## src/rtl/word_fetch_pkg.sv

```systemverilog
// Shared definitions for the word fetch sequencer: FSM states, operand size
// codes and downstream data-register function selects.
package word_fetch_pkg;

  typedef enum logic [2:0] {
    ST_IDLE  = 3'd0,
    ST_REQ   = 3'd1,
    ST_WRITE = 3'd2,
    ST_DONE  = 3'd3,
    ST_ERR   = 3'd4
  } state_t;

  localparam logic [1:0] SIZE_BYTE  = 2'b00;
  localparam logic [1:0] SIZE_HALF  = 2'b01;
  localparam logic [1:0] SIZE_WORD  = 2'b10;
  localparam logic [1:0] SIZE_WORD2 = 2'b11;

  localparam logic [1:0] FS_SEXT = 2'b00;
  localparam logic [1:0] FS_ZEXT = 2'b01;
  localparam logic [1:0] FS_SHL  = 2'b10;
  localparam logic [1:0] FS_SHR  = 2'b11;

  // Index of the highest byte of the operand, i.e. N-1.
  function automatic logic [1:0] last_index(input logic [1:0] size);
    case (size)
      SIZE_BYTE: last_index = 2'd0;
      SIZE_HALF: last_index = 2'd1;
      default:   last_index = 2'd3;
    endcase
  endfunction

  function automatic logic misaligned(input logic [1:0] size, input logic [1:0] addr_lo);
    case (size)
      SIZE_BYTE: misaligned = 1'b0;
      SIZE_HALF: misaligned = addr_lo[0];
      default:   misaligned = (addr_lo != 2'b00);
    endcase
  endfunction

endpackage

```

## src/rtl/word_fetch_sequencer.sv

```systemverilog
// Fetches a 1/2/4-byte little-endian operand one byte at a time, highest address
// first, steering a downstream shift register. Optional: WORD_FETCH_ALIGN_CHECK_EN.
module word_fetch_sequencer
  import word_fetch_pkg::*;
#(
  parameter int ADDR_WIDTH = 32
) (
  input  logic                  Clock,
  input  logic                  Reset,
  input  logic                  Start,
  input  logic [ADDR_WIDTH-1:0] BaseAddr,
  input  logic [1:0]            Size,
  input  logic                  SignExt,
  output logic [ADDR_WIDTH-1:0] MemAddr,
  output logic                  MemRead,
  input  logic [7:0]            MemData,
  input  logic                  MemReady,
  output logic [7:0]            DRByte,
  output logic                  DREnable,
  output logic [1:0]            DRFunSel,
  output logic                  Busy,
  output logic                  Done,
  output logic                  Error
);

  state_t                state_reg, state_next;
  logic [ADDR_WIDTH-1:0] base_reg;
  logic [1:0]            cnt_reg;
  logic                  sext_reg;
  logic                  first_reg;
  logic [7:0]            dr_byte_reg;
  logic                  align_fault;

`ifdef WORD_FETCH_ALIGN_CHECK_EN
  assign align_fault = misaligned(Size, BaseAddr[1:0]);
`else
  assign align_fault = 1'b0;
`endif

  always_ff @(posedge Clock or posedge Reset) begin
    if (Reset) begin
      state_reg   <= ST_IDLE;
      base_reg    <= '0;
      cnt_reg     <= 2'd0;
      sext_reg    <= 1'b0;
      first_reg   <= 1'b0;
      dr_byte_reg <= 8'd0;
    end else begin
      state_reg <= state_next;
      case (state_reg)
        ST_IDLE: begin
          if (Start && !align_fault) begin
            base_reg  <= BaseAddr;
            cnt_reg   <= last_index(Size);
            sext_reg  <= SignExt;
            first_reg <= 1'b1;
          end
        end
        ST_REQ: begin
          if (MemReady) dr_byte_reg <= MemData;
        end
        ST_WRITE: begin
          first_reg <= 1'b0;
          if (cnt_reg != 2'd0) cnt_reg <= cnt_reg - 2'd1;
        end
        default: ;
      endcase
    end
  end

  always_comb begin
    state_next = state_reg;
    MemRead    = 1'b0;
    MemAddr    = '0;
    DREnable   = 1'b0;
    DRFunSel   = FS_SEXT;
    Done       = 1'b0;
    Error      = 1'b0;
    Busy       = (state_reg != ST_IDLE);
    case (state_reg)
      ST_IDLE: begin
        if (Start) state_next = align_fault ? ST_ERR : ST_REQ;
      end
      ST_REQ: begin
        MemRead = 1'b1;
        // Address is base + counter, wrapping naturally at 2^ADDR_WIDTH.
        MemAddr = base_reg + {{(ADDR_WIDTH-2){1'b0}}, cnt_reg};
        if (MemReady) state_next = ST_WRITE;
      end
      ST_WRITE: begin
        DREnable = 1'b1;
        if (first_reg) DRFunSel = sext_reg ? FS_SEXT : FS_ZEXT;
        else           DRFunSel = FS_SHL;
        state_next = (cnt_reg == 2'd0) ? ST_DONE : ST_REQ;
      end
      ST_DONE: begin
        Done       = 1'b1;
        state_next = ST_IDLE;
      end
`ifdef WORD_FETCH_ALIGN_CHECK_EN
      ST_ERR: begin
        Error      = 1'b1;
        state_next = ST_IDLE;
      end
`endif
      default: state_next = ST_IDLE;
    endcase
  end

  assign DRByte = dr_byte_reg;

endmodule

```

## config.mk

```make
export PLATFORM = sky130hd
export DESIGN_NAME = word_fetch_sequencer
export DESIGN_NICKNAME = d
export VERILOG_FILES = /design/src/rtl/word_fetch_pkg.sv /design/src/rtl/word_fetch_sequencer.sv
export SDC_FILE = /design/constraint.sdc
export NUM_CORES = 1
export LEC_CHECK = 0
export CAP_MARGIN = 5
export CORE_MARGIN = 1.5
export CORE_UTILIZATION = 30
export CTS_CLUSTER_DIAMETER = 30
export CTS_CLUSTER_SIZE = 40
export DETAILED_ROUTE_END_ITERATION = 8
export DONT_BUFFER_PORTS = 1
export PLACE_DENSITY = 0.48
export SYNTH_ARGS = -nofsm -noshare
export SYNTH_HDL_FRONTEND = slang
export SYNTH_SLANG_ARGS = --single-unit
```

## constraint.sdc

```tcl
create_clock -name Clock -period 5.88 [get_ports Clock]
set_input_delay 1.47 -clock Clock [delete_from_list [all_inputs] [get_ports Clock]]
set_output_delay 1.47 -clock Clock [all_outputs]
set_load 0.1 [all_outputs]
```

# == Word-level counts from Yosys, hierarchy flattened ==
# Index checks and enable logic that the tools add are counted.
# W data, S select, Z words.
# word_totals
mem_bits_ro,0
ff_bits,47
inputBits,47
n_memories,0
ramBits,0
latchBits,0
output_inout_bits,47
# classes
magnitude_cmp,0
bitwise,0
n_eq_ne,7
div_mod_pow,0
add_sub_neg,2
n_mul,0
shifts,0
muxes,17
n_reduce_logical,11
# op_table
op,count
$add A32 B2 Y32,1
$mux W32,1
$mux W2,5
$pmux W3 S3,1
$pmux W2 S2,2
$reduce_and A2 Y1,4
$eq A3 B2 Y1 const B,2
$mux W3,2
$ne A2 B2 Y1 const B,3
$mux W1,5
$logic_not A2 Y1,2
$reduce_bool A2 Y1,2
$eq A3 B1 Y1 const B,1
$logic_not A3 Y1,1
$reduce_and A3 Y1,1
$reduce_bool A3 Y1,1
$eq A2 B1 Y1 const B,1
$pmux W1 S2,1
$sub A2 B1 Y2 const B,1

# == Depth between registers and ports, before layout ==
# Gate-level depths: netlist of run 1.
# logic_depth
ltp_word,4
ltp_mapped,7

# == Worst setup path before layout of run 1 ==
# Ideal clock, no wire load.
# synth_timing
path_type,register -> output
start,register cnt_reg[0]
end,output port MemAddr[22]
slack_ns,-0.144
arrival_ns,4.554
stages_incl_launch_ff,7
required_ns,4.410
cell_sequence,dfrtp_1 > ha_1 > fa_1 > and4_1 > nand4_1 > clkbuf_1 > o41ai_1
# synth_via
elab_chain_len,2
# synth_lines
item,line_no,source
from (decl),word_fetch_sequencer.sv:28,logic [1:0] cnt_reg;
from (signal assigned),word_fetch_sequencer.sv:54,cnt_reg <= last_index(Size);
from (signal assigned),word_fetch_sequencer.sv:64,if (cnt_reg != 2'd0) cnt_reg <= cnt_reg - 2'd1;
$add A32 B2 Y32,word_fetch_sequencer.sv:87,"MemAddr = base_reg + {{(ADDR_WIDTH-2){1'b0}}, cnt_reg};"
$mux W32,word_fetch_sequencer.sv:80,case (state_reg)
to (decl),word_fetch_sequencer.sv:14,"output logic [ADDR_WIDTH-1:0] MemAddr,"
# Every way passes these cells.

# == Worst setup path after layout of run 1 ==
# layout_timing
start,register cnt_reg[0]
end,output port MemAddr[24]
# The elaborated chain is that of the path after synthesis.

==> results.md, run 1 <==
- Status: completed
- Hold crit path type: reg -> reg
- Critical Path RT: 4.41 ns
- DR pass1 iterations: 4
- Initial DRC count: 96
- Commonest non-fill, non-tap cell in the layout: dfrtp_1
- Simple-gate portion of the synthesized area: 0.207
- Yosys top cell by area: dfrtp_1
- Seq/Total Area, Yosys: 0.425
- Startpoint type of the worst setup path: flip-flop
- WP data arrival: ~3.2 ns
- Largest net degree at the start of global routing: 47
- Routed wire length: about 6600 um
- Unrepaired setup endpoints after global routing: no
- Hpwl dp: slightly below 5000 um
- Synthesized flop and latch total: 46
- Post-synth top area share: 0.425
- Core Area: just under 0.009 mm^2
- Peak Freq: roughly 210 MHz
- Layout Cells excl Fill: roughly 390
- TritonCTS clock tree: yes
- Vias in the first global route: approximately 2.0k
- H-tree lvl count: 2
- Antenna violations before repair: 0
- Largest family of logic cells by synthesized area: simple AND/OR/NAND/NOR gates
- Worst Path Max Fanout: 16
- Layout cells sized above 1: 0.351
- I/O Buffers: 0
- Post-route setup TNS: 0 ns
- Post-synthesis mux area share: 0.165
- Clock transition at path regs: 0.09 ns
- Antenna-violating nets left: 0
- Routed vias: 2075
- Setup ws final: between 1 and 1.5 ns
- Post_cts resized: 0
- CTS sink cnt: 46
- Worst-Margin Slew: approximately 1.2 ns
- Fin crit period: 4.68 ns
- Synth warn: 0
- Highest-count cells in the layout ignoring fill and taps: dfrtp_1, mux2_2, nand2_1, a21oi_2
- Max Cap Viol: 0
- Slew Limit Fails: 0
- Synth Area in Compound Gates: 0.103
- Final nets: about 330
- Synth Instances: between 200 and 300
- Starting Density: 0.310
- Max reg flops: 32
- First-pass GRT wire length: 10600 um
- Synthesized area per cell: between 10 and 15 um^2
- Adder-Cell Fraction of Synth Area: 0.0213
- DR vias/cell: about 5.4
- Clock skew: around 0.0041 ns
- CTS hold repair buffers: 0
- Die area: about 0.0096 mm^2
- Post-CTS Setup Bufs: 0
- Gr ovfl total: 0
- GRT Util Overall: 0.139
- CTS buffer count: 5
- Longest Clk Path Bufs: 2
- Final setup fails: 0
- Xor-xnor portion of the synthesized cell area: 0.0388
- DRC: 0
- Row count: 34
- Rel. slew slack: 0.195
- Chip width: 98 um
- Net count after synthesis: 320
- Antenna diodes: 0
- WS Path Type: reg -> out
- Die height: a little under 100 um
- GP Congestion: 0.717
- WL per Instance: approximately 17 um
- Area growth, synth to finish: 15.2%
- Fin. Hold Viols: 0
- Netlist Area Pre-Place: ~0.0027 mm^2
- Synth top area cells: dfrtp_1, mux2_2, a21oi_1
- Clock Latency Late Sink: slightly below 0.3 ns
- Synth cell types: 43
- Placed insts: 379
- CTS Root Cell: clkbuf_8
- Worst setup EP type: output port
- Crit share post-route: 0.795
- Fill count: 903
- Io pins: 94
- Pre-CTS WS: ~1.5 ns
cells in the mapped netlist (all sizes together):
cell and instances:
clkinv 1, a21oi 16, a221oi 1, or4 9, or3 6, ha 3, mux2i 2, and2 8
inv 10, o41ai 1, nor3 3, nor2 17, conb 1, xor2 5, a31oi 1, o21ai 13
nand2b 4, a41o 1, nor2b 1, or2 1, xnor2 7, nand3 9, buf 7, dfrtp 46
o31ai 10, fa 1, o311ai 1, mux2 38, clkbuf 5, nor4 3, o211a 1, o22ai 1
nand2 18, nor3b 1, and4 5, nand4 12
path summary, 6_finish.rpt:
check                              from            to  slack, ns  cells after the start
max                          cnt_reg[0]   MemAddr[24]       1.20                      7
min                        base_reg[31]  base_reg[31]       0.53                      1
max reg2reg                state_reg[1]     DRByte[4]       3.27                      5
min reg2reg                base_reg[31]  base_reg[31]       0.53                      1
max in group asynchronous         Reset     first_reg       4.01                      1
min in group asynchronous         Reset  base_reg[27]       1.27                      1
stage by stage:
stage / utilization / hold WS, ns / instance area [um^2]
2_1_floorplan: - / 0.461 / 2720
4_1_cts: 0.358 / 0.531 / 3120
3_5_place_dp: 0.347 / 0.501 / 3030
5_1_grt: 0.358 / 0.551 / 3120
6_report: 0.358 / 0.527 / 3120
3_3_place_gp: 0.347 / 0.500 / 3030
critical path, stage by stage, from the launching register on:
cell,delay (ns)
dfrtp_1,0.37
ha_1,0.20
fa_1,0.26
and4_1,0.33
nand4_1,0.55
or4_1,0.71
a21oi_2,0.16
buf_4,0.32
logic make-up after synthesis:
family	count (synthesis)
simple gates	97
other cells	1
flops	46
xor+xnor	12
buf+inv	23
compound gates	46
fa+ha+maj	4
mux	40
final cells by class:
cell class | instances | area [um^2] | share of cell area
sequential | 46 | 1150 | 0.369
clock buffer | 7 | 86.3 | 0.0277
multi-input combinational | 200 | 1580 | 0.506
inverter | 11 | 41.3 | 0.0132
tap | 108 | 135 | 0.0433
clock inverter | 1 | 5.00 | 0.00160
timing repair buffer | 14 | 123 | 0.0393
per-layer routing:
layer,wire [um],global-route usage
met1,2930,0.180
met3,473,0.0422
met5,0,0
met2,3140,0.225
met4,70,0.0396
Power of run 1 is not shown: default switching activity piles up to over one toggle a cycle in this logic, so the estimate is an artifact.
==> run 2: changes to the inputs <==
--- a/config.mk
+++ b/config.mk
@@ -12,7 +12,7 @@
 export CTS_CLUSTER_SIZE = 40
 export DETAILED_ROUTE_END_ITERATION = 8
 export DONT_BUFFER_PORTS = 1
-export PLACE_DENSITY = 0.48
+export PLACE_DENSITY = 0.49
 export SYNTH_ARGS = -nofsm -noshare
 export SYNTH_HDL_FRONTEND = slang
 export SYNTH_SLANG_ARGS = --single-unit
==> constraint.sdc (replaced) <==
create_clock -name Clock -period 4 [get_ports Clock]
set_input_delay 1 -clock Clock [delete_from_list [all_inputs] [get_ports Clock]]
set_output_delay 1 -clock Clock [all_outputs]
set_load 0.1 [all_outputs]
==> run 2 against run 1 <==
Compared with the run above:
- cell area grew 11%
- cell count grew 5.9%
- clock-buffer cell count shrank 1
- wire length grew 2.0%
- first-iteration DRC count shrank 64%
- worst setup slack lost 0.90 ns
- non-clock buffer count grew 24
- utilization grew 4.0 points
- flip-flop and latch count is the same
==> results.md, run 2 (same netlist as run 1, synthesis figures left out) <==
- Worst Path Max Fanout: 16 (unchanged)
- Clock Latency Late Sink: 0.30 ns (was 0.29 ns)
- Die height: 98 um (unchanged)
- CTS Root Cell: clkbuf_8 (unchanged)
- Io pins: 94 (unchanged)
- Critical Path RT: 3.00 ns (was 4.41 ns)
- WS Path Type: reg -> out (unchanged)
- CTS hold repair buffers: 0 (unchanged)
- Rel. slew slack: 0.292 (was 0.195)
- Final Hold Slack: 0.531 ns (was 0.527 ns)
- Chip width: 98 um (unchanged)
- Max Cap Viol: 0 (unchanged)
- Commonest non-fill, non-tap cell in the layout: dfrtp_1 (unchanged)
- Max reg flops: 32 (unchanged)
- GRT Util Overall: 0.143 (was 0.139)
- Vias in the first global route: 2141 (was 2042)
- Antenna-violating nets left: 0 (unchanged)
- Critical-path cell list: ha_1 > fa_1 > and4_1 > nand4_1 > buf_4 > o311ai_0 > o41ai_4 > buf_12 (was ha_1 > fa_1 > and4_1 > nand4_1 > or4_1 > a21oi_2 > buf_4)
- Final setup fails: 0 (unchanged)
- Die area: 0.00960 mm^2 (unchanged)
- Highest-count cells in the layout ignoring fill and taps: dfrtp_1, mux2_2, buf_4, nand2_1, a21oi_2 (was dfrtp_1, mux2_2, nand2_1, a21oi_2)
- Post_cts resized: 0 (unchanged)
- Routed vias: 2162 (was 2075)
- Clock transition at path regs: 0.09 ns (about the same)
- Antenna diodes: 0 (unchanged)
- Longest Clk Path Bufs: 2 (unchanged)
- WL per Instance: 16.4 um (was 17.1 um)
- CTS sink cnt: 46 (unchanged)
- Max stage delay cell, worst path: o311ai_0 (was or4_1)
- Startpoint type of the worst setup path: flip-flop (unchanged)
- Layout cells sized above 1: 0.404 (was 0.351)
- Unrepaired setup endpoints after global routing: no (unchanged)
- Final nets: 353 (was 329)
- First-pass GRT wire length: 11100 um (was 10600 um)
- Hpwl dp: 5040 um (was 4880 um)
- Crit share post-route: 0.924
- TritonCTS clock tree: yes (unchanged)
- DRC: 0 (unchanged)
- Slew Limit Fails: 0 (unchanged)
- Post-CTS Setup Bufs: 0 (unchanged)
- Peak Freq: between 200 and 300 MHz
- Worst setup EP type: output port (unchanged)
- Fin crit period: 3.70 ns
- Initial DRC count: 35 (was 96)
- WP data arrival: 2.70 ns (was 3.21 ns)
- Hold crit path type: reg -> reg (unchanged)
- Row count: 34 (unchanged)
- Clock skew: 0.00485 ns (was 0.00409 ns)
- CTS buffer count: 5 (unchanged)
- Max stage delay on crit path: 0.53 ns (was 0.71 ns)
- H-tree lvl count: 2 (unchanged)
- Routed wire length: 6740 um (was 6610 um)
- Status: completed (unchanged)
- DR vias/cell: 5.27 (was 5.36)
- Fin. Hold Viols: 0 (unchanged)
- DR pass1 iterations: 4 (unchanged)
- GP Congestion: 0.760 (was 0.717)
- Largest net degree at the start of global routing: 47 (unchanged)
- Worst-Margin Slew: 1.06 ns (was 1.21 ns)
- I/O Buffers: 0 (unchanged)
- Core Area: 0.00872 mm^2 (unchanged)
- Starting Density: 0.310 (unchanged)
- Antenna violations before repair: 0 (unchanged)
- Gr ovfl total: 0 (unchanged)
- Area growth, synth to finish: 28.2% (was 15.2%)
[run 2: worst paths after layout]
path | from | endpoint | slack [ns] | cells after the start
max in group asynchronous | Reset | base_reg[10] | 2.58 | 1
min in group asynchronous | Reset | DRByte[1] | 0.81 | 1
worst max register to register | state_reg[1] | base_reg[31] | 1.53 | 3
worst min-delay path | first_reg | first_reg | 0.53 | 2
worst max-delay path | cnt_reg[0] | MemAddr[22] | 0.30 | 8
worst min register to register | first_reg | first_reg | 0.53 | 2
[run 2: worst max-delay path: cells and delay by family (launching register included)]
family,cells,cell delay [ns]
AO/OA/AOI/OAI,2,0.73
adder cells (fa/ha/maj),2,0.44
AND/OR/NAND/NOR,2,0.44
buffers and inverters,2,0.41
flip-flops,1,0.37
[run 2: routing by layer]
layer | track usage | wire (um)
met5 | 0 | 0
met4 | 0.0330 | 71
met3 | 0.0394 | 475
met2 | 0.241 | 3230
met1 | 0.181 | 2960
[run 2: final cells by class]
class	instances	area, um^2
sequential	46	1150
fill	850	5250
clock buffer	6	82.6
timing repair buffer	38	453
tap	108	135
multi-input combinational	200	1580
clock inverter	1	30.0
inverter	11	41.3
[run 2: stage by stage]
stage	cell area [um^2]	TNS [ns]	util	instances	worst slack, ns
after floorplan	2760	-0.223	-	269	-0.223
after global placement	3360	0	0.385	403	0.641
after global routing	3470	0	0.398	410	0.153
final	3470	0	0.398	410	0.304
after CTS	3470	0	0.398	410	0.267
after detailed placement	3360	0	0.385	403	0.607
Power of run 2 is left out for the same reason.
